$ cat src/rtl/prio_drain_arbiter.sv
// Packet-granular arbiter draining NUM_PRIO packet FIFOs into one SRAM write port; grant locks until eop.
// Latency: grant in IDLE, first pop next cycle, registered word one cycle after each pop.
// Backpressure: sram_ready low stalls pops with grant held. Define PRIO_DRAIN_ARBITER_RR_EN for round-robin.
module prio_drain_arbiter #(
  parameter int NUM_PRIO      = 8,
  parameter int DATA_WIDTH    = 16,
  parameter int MAX_PKT_WORDS = 64,
  localparam int PW = (NUM_PRIO > 1) ? $clog2(NUM_PRIO) : 1,
  localparam int CW = $clog2(MAX_PKT_WORDS + 1)
) (
  input  logic                           clk,
  input  logic                           rst,
  input  logic [NUM_PRIO-1:0]            q_ready,
  input  logic [NUM_PRIO-1:0]            q_sop,
  input  logic [NUM_PRIO-1:0]            q_eop,
  input  logic [NUM_PRIO*DATA_WIDTH-1:0] q_data,
  output logic [NUM_PRIO-1:0]            q_pop,
  input  logic                           sram_ready,
  output logic                           out_sop,
  output logic                           out_eop,
  output logic                           out_vld,
  output logic [DATA_WIDTH-1:0]          out_data,
  output logic [PW-1:0]                  out_prio,
  output logic                           busy,
  output logic                           pkt_err
);

  typedef enum logic {IDLE, XFER} state_t;

  state_t                state, state_nxt;
  logic [PW-1:0]         grant, winner;
  logic [CW-1:0]         cnt;
  logic                  pop, w_sop, w_eop, sop_err, trunc, pkt_end;
  logic [DATA_WIDTH-1:0] w_data;
  logic [DATA_WIDTH-1:0] head [NUM_PRIO];

`ifdef PRIO_DRAIN_ARBITER_RR_EN
  logic [PW-1:0] rr_ptr;
  logic [PW-1:0] idx;
`endif

  for (genvar i = 0; i < NUM_PRIO; i++) begin : g_head
    assign head[i] = q_data[i*DATA_WIDTH +: DATA_WIDTH];
  end

  // Descending scan so the lowest index (or offset from the pointer) wins.
  always_comb begin
    winner = '0;
`ifdef PRIO_DRAIN_ARBITER_RR_EN
    idx = '0;
    for (int k = NUM_PRIO - 1; k >= 0; k--) begin
      idx = PW'((int'(rr_ptr) + k) % NUM_PRIO);
      if (q_ready[idx]) winner = idx;
    end
`else
    for (int i = NUM_PRIO - 1; i >= 0; i--) begin
      if (q_ready[PW'(i)]) winner = PW'(i);
    end
`endif
  end

  always_comb begin
    w_sop     = q_sop[grant];
    w_eop     = q_eop[grant];
    w_data    = head[grant];
    pop       = (state == XFER) && sram_ready && q_ready[grant];
    sop_err   = pop && (cnt == '0) && !w_sop;
    // The word that fills the packet to the limit closes it even without eop.
    trunc     = pop && !sop_err && !w_eop && (cnt == CW'(MAX_PKT_WORDS - 1));
    pkt_end   = pop && (sop_err || w_eop || trunc);
    q_pop     = '0;
    if (pop) q_pop[grant] = 1'b1;
    state_nxt = state;
    case (state)
      IDLE:    if (|q_ready) state_nxt = XFER;
      XFER:    if (pkt_end) state_nxt = IDLE;
      default: state_nxt = IDLE;
    endcase
  end

  always_ff @(posedge clk) begin
    if (rst) begin
      state    <= IDLE;
      grant    <= '0;
      cnt      <= '0;
      out_vld  <= 1'b0;
      out_sop  <= 1'b0;
      out_eop  <= 1'b0;
      out_data <= '0;
      pkt_err  <= 1'b0;
`ifdef PRIO_DRAIN_ARBITER_RR_EN
      rr_ptr   <= '0;
`endif
    end else begin
      state   <= state_nxt;
      out_vld <= 1'b0;
      pkt_err <= 1'b0;
      if (state == IDLE && |q_ready) begin
        grant <= winner;
        cnt   <= '0;
      end
      if (pop) begin
        if (sop_err) begin
          pkt_err <= 1'b1;
        end else begin
          out_vld  <= 1'b1;
          out_data <= w_data;
          out_sop  <= w_sop;
          out_eop  <= w_eop | trunc;
          pkt_err  <= trunc;
        end
        cnt <= pkt_end ? '0 : cnt + 1'b1;
      end
`ifdef PRIO_DRAIN_ARBITER_RR_EN
      if (pkt_end) rr_ptr <= (grant == PW'(NUM_PRIO - 1)) ? '0 : grant + 1'b1;
`endif
    end
  end

  assign busy     = (state == XFER);
  assign out_prio = grant;

endmodule

$ cat config.mk
export PLATFORM = sky130hd
export DESIGN_NAME = prio_drain_arbiter
export DESIGN_NICKNAME = d
export VERILOG_FILES = /design/src/rtl/prio_drain_arbiter.sv
export SDC_FILE = /design/constraint.sdc
export NUM_CORES = 1
export LEC_CHECK = 0
export ABC_CLOCK_PERIOD_IN_PS = 2700
export BUFFER_PORTS_ARGS = -buffer_cell sky130_fd_sc_hd__buf_2
export CORE_ASPECT_RATIO = 0.7
export CORE_MARGIN = 2
export CORE_UTILIZATION = 37
export CTS_BUF_LIST = sky130_fd_sc_hd__clkbuf_4 sky130_fd_sc_hd__clkbuf_8
export DETAILED_ROUTE_END_ITERATION = 16
export PLACE_DENSITY = 0.83
export SLEW_MARGIN = 20
export SYNTH_ARGS = -nofsm -noshare
export SYNTH_HDL_FRONTEND = slang
export SYNTH_SLANG_ARGS = --single-unit
$ cat constraint.sdc
create_clock -name clk -period 2.7 [get_ports clk]
set_input_delay 0 -clock clk [delete_from_list [all_inputs] [get_ports clk]]
set_output_delay 0 -clock clk [all_outputs]
set_load 0.01 [all_outputs]
==> reports/qor.txt <==
run status: finished, final reports clean
Yosys warnings: 0
fmax: 0.442 GHz
CP max FO: 27
synth unique cells: 37
Avg Inst Size Synth: 9.34 sq um
Critical Path RT: 2810 ps
worst r2r path cells: 4
R2R Path Start: cnt[2]
DRC marker count from the first detailed-route iteration: 101
Yosys reg bits: 30
EDFF count, synth: 0
IO buf count: 109
global-route wire length before repair: 8610 microns
Nets: 463
Diodes inserted: 0
post-route minimum period: 2260 ps
core box area: 4830 sq um
type of the most critical hold path: in2reg
sequential power share: 42.2%
Slew headroom: 34.7%
synthesized area: 1880 sq um
Die Area: 5670 sq um
CTS Hold Buffers Added: 0
GRT met3 Usage: 6.03%
hold-critical path depth: 4
Antenna Nets Post-Route: 0
initial antenna violation count: 0
slowest cell on the critical path: or3_1
leading area contributor after synthesis: dfxtp_1
chip width: 89.2 microns
sw frac: 30.0%
crit path launch type: flip-flop
crit path launch: cnt[2]
RSZ-0062 raised after global routing: false
CP arrival: 2380 ps
layout cells sized above 1: 48.7%
Fin Setup TNS: 0 ps
Post-Route WL: 5590 microns
async set-reset flop share out of synthesis: 0%
Total GRT Usage: 19.7%
gr ovfl total: 0
maximum VDD drop: 0.000195 V
Core Rows: 21
final core occ: 52.7%
Layout area overhead: 35.6%
Initial Util: 38.8%
Net Switching: 0.332 mW
hold_sp: q_ready[1]
drt drc: 0
clk_lat worst skew: 270 ps
Final GP Congestion: 0.820
PwrDens: 434 nW/um^2
Final Skew: 3.89 ps
max incr delay on CP: 750 ps
critical path type: reg2reg
Top-Level Pins: 187
# resized after CTS: 0
Avg WL per Cell: 14.9 microns
synth top area cells: dfxtp_1 (32%), mux4_2 (22%), nand3_1 (6.7%), a21oi_1 (6.1%), o21ai_0 (4.5%)
P_leak: 1.08 nW
worst-margin pin slew: 980 ps
Max Cap Violations: 0
busiest grt layer: met2
clock power share: 30.6%
HPWL Detailed: 4160 microns
CTS root buf: clkbuf_8
routed vias: 2026
largest net degree at the start of global routing: 32
Hold Fails Final Rpt: 0
CP Capture Type: flip-flop
CP cell instances: or4_1, or3_1, a21oi_1, a311oi_2
Num CTS Buffers: 5
htree depth: 2
Post-CTS Setup Bufs: 0
CTS tree: done
final slew viol count: 0
setup ws final: 439 ps
Syn Inst Count: 201
Gate power share: 27.1%
clk slew on worst S/H paths: 60 ps
sequential share of the synthesized area: 32.0%
final period utilization: 83.8%
met1 usage: 26.2%
CTS Buffer Depth: 2
Sink Count: 30
top cell type's share of synthesized area: 32.0%
P_int: 0.773 mW
ys flop type: dfxtp_1
First-pass DRT Iterations: 4
Final setup viols: 0
Setup Slack @ Placement: 442 ps
vias per cell: 5.40
vias in the first global route: 1856
Die Ht: 63.6 microns
M2 GR Usage: 31.9%
cell families after synthesis:
group	count (synthesis)	share of synthesized area (%)
DFF	30	32.0
AOI/OAI and AO/OA	55	17.6
buffers and inverters	29	7.86
other	1	0.200
and+or+nand+nor	63	17.9
adders and majority gates	2	1.33
muxes	21	23.2
synth_stat cells (all sizes together) (2+ instances only):
library cell,number
nand3,25
nand4,5
nor4,2
nor3,6
a211oi,3
clkbuf,12
o21ai,17
inv,6
nor3b,2
a31oi,3
a31o,2
buf,11
nor2b,3
or3,2
ha,2
mux4,18
dfxtp,30
nand2,6
mux2i,3
nor2,7
a21oi,23
cell type report:
type,instances,area [sq um]
clock buffers,5,68.8
repair buffers,117,606
multi-input cells,146,1150
fillers,496,2290
inverters,6,22.5
flip-flops and latches,30,602
clock inverters,2,10.0
well taps,69,86.3
metal layers:
layer  share of wire, %  vias up
met4               0.39        0
met5                  0        -
li1                   -      967
met3                8.3        2
met2                 47       87
met1                 44      970
metrics by stage:
step / instance area [sq um] / hold WS [ps] / total power, mW / cells
2_1_floorplan: 1890 / 198 / 0.668 / 205
3_3_place_gp: 2470 / 343 / 0.769 / 368
3_5_place_dp: 2470 / 353 / 0.777 / 368
4_1_cts: 2550 / 58.2 / 1.12 / 375
5_1_grt: 2550 / 83.6 / 1.16 / 375
6_report: 2550 / 58.7 / 1.10 / 375
path summary, 6_finish.rpt:
check / slack (ps) / end
max: 440 / out_eop
min: 60 / out_prio[1]
max reg2reg: 440 / out_eop
min reg2reg: 470 / out_data[4]
cells in the final DEF (no fill, tap or decap), types with 2 or more instances in the layout:
cell      synthesis  layout
a211oi_1          3       3
a21oi_1          23      23
a31o_2            2       2
a31oi_1           3       3
buf_2             4     109
buf_4             5       8
clkbuf_8          0       5
clkinv_2          0       2
conb_1            1       5
dfxtp_1          30      29
ha_1              2       2
inv_1             6       6
mux2i_1           3       3
mux4_2           18      18
nand2_1           6       6
nand3_1          25      25
nand4_1           5       5
nor2_1            7       7
nor2b_1           3       3
nor3_1            5       5
nor3b_1           2       2
nor4_1            2       2
o21ai_0          17      17
or3_1             2       2
critical path: cells and delay by family (launching register included):
family,cells,cell delay [ps]
simple gates,2,1350
flops,1,360
compound gates,2,380
power by group through the flow:
stage	clock network (mW)	logic (mW)	registers [mW]
6_report	0.338	0.300	0.466
5_1_grt	0.368	0.327	0.468
4_1_cts	0.350	0.302	0.466
3_5_place_dp	0	0.301	0.476
3_3_place_gp	0	0.293	0.476
2_1_floorplan	0	0.185	0.483
state kept, by name (all words and copies together) (netlist names):
| name | count |
|---|---|
| busy | 1 |
| out_sop | 1 |
| pkt_err | 1 |
| out_vld | 1 |
| out_data | 16 |
| out_prio | 2 |
| cnt | 7 |
| out_eop | 1 |
No activity file was read; power rests on OpenSTA's default activity.
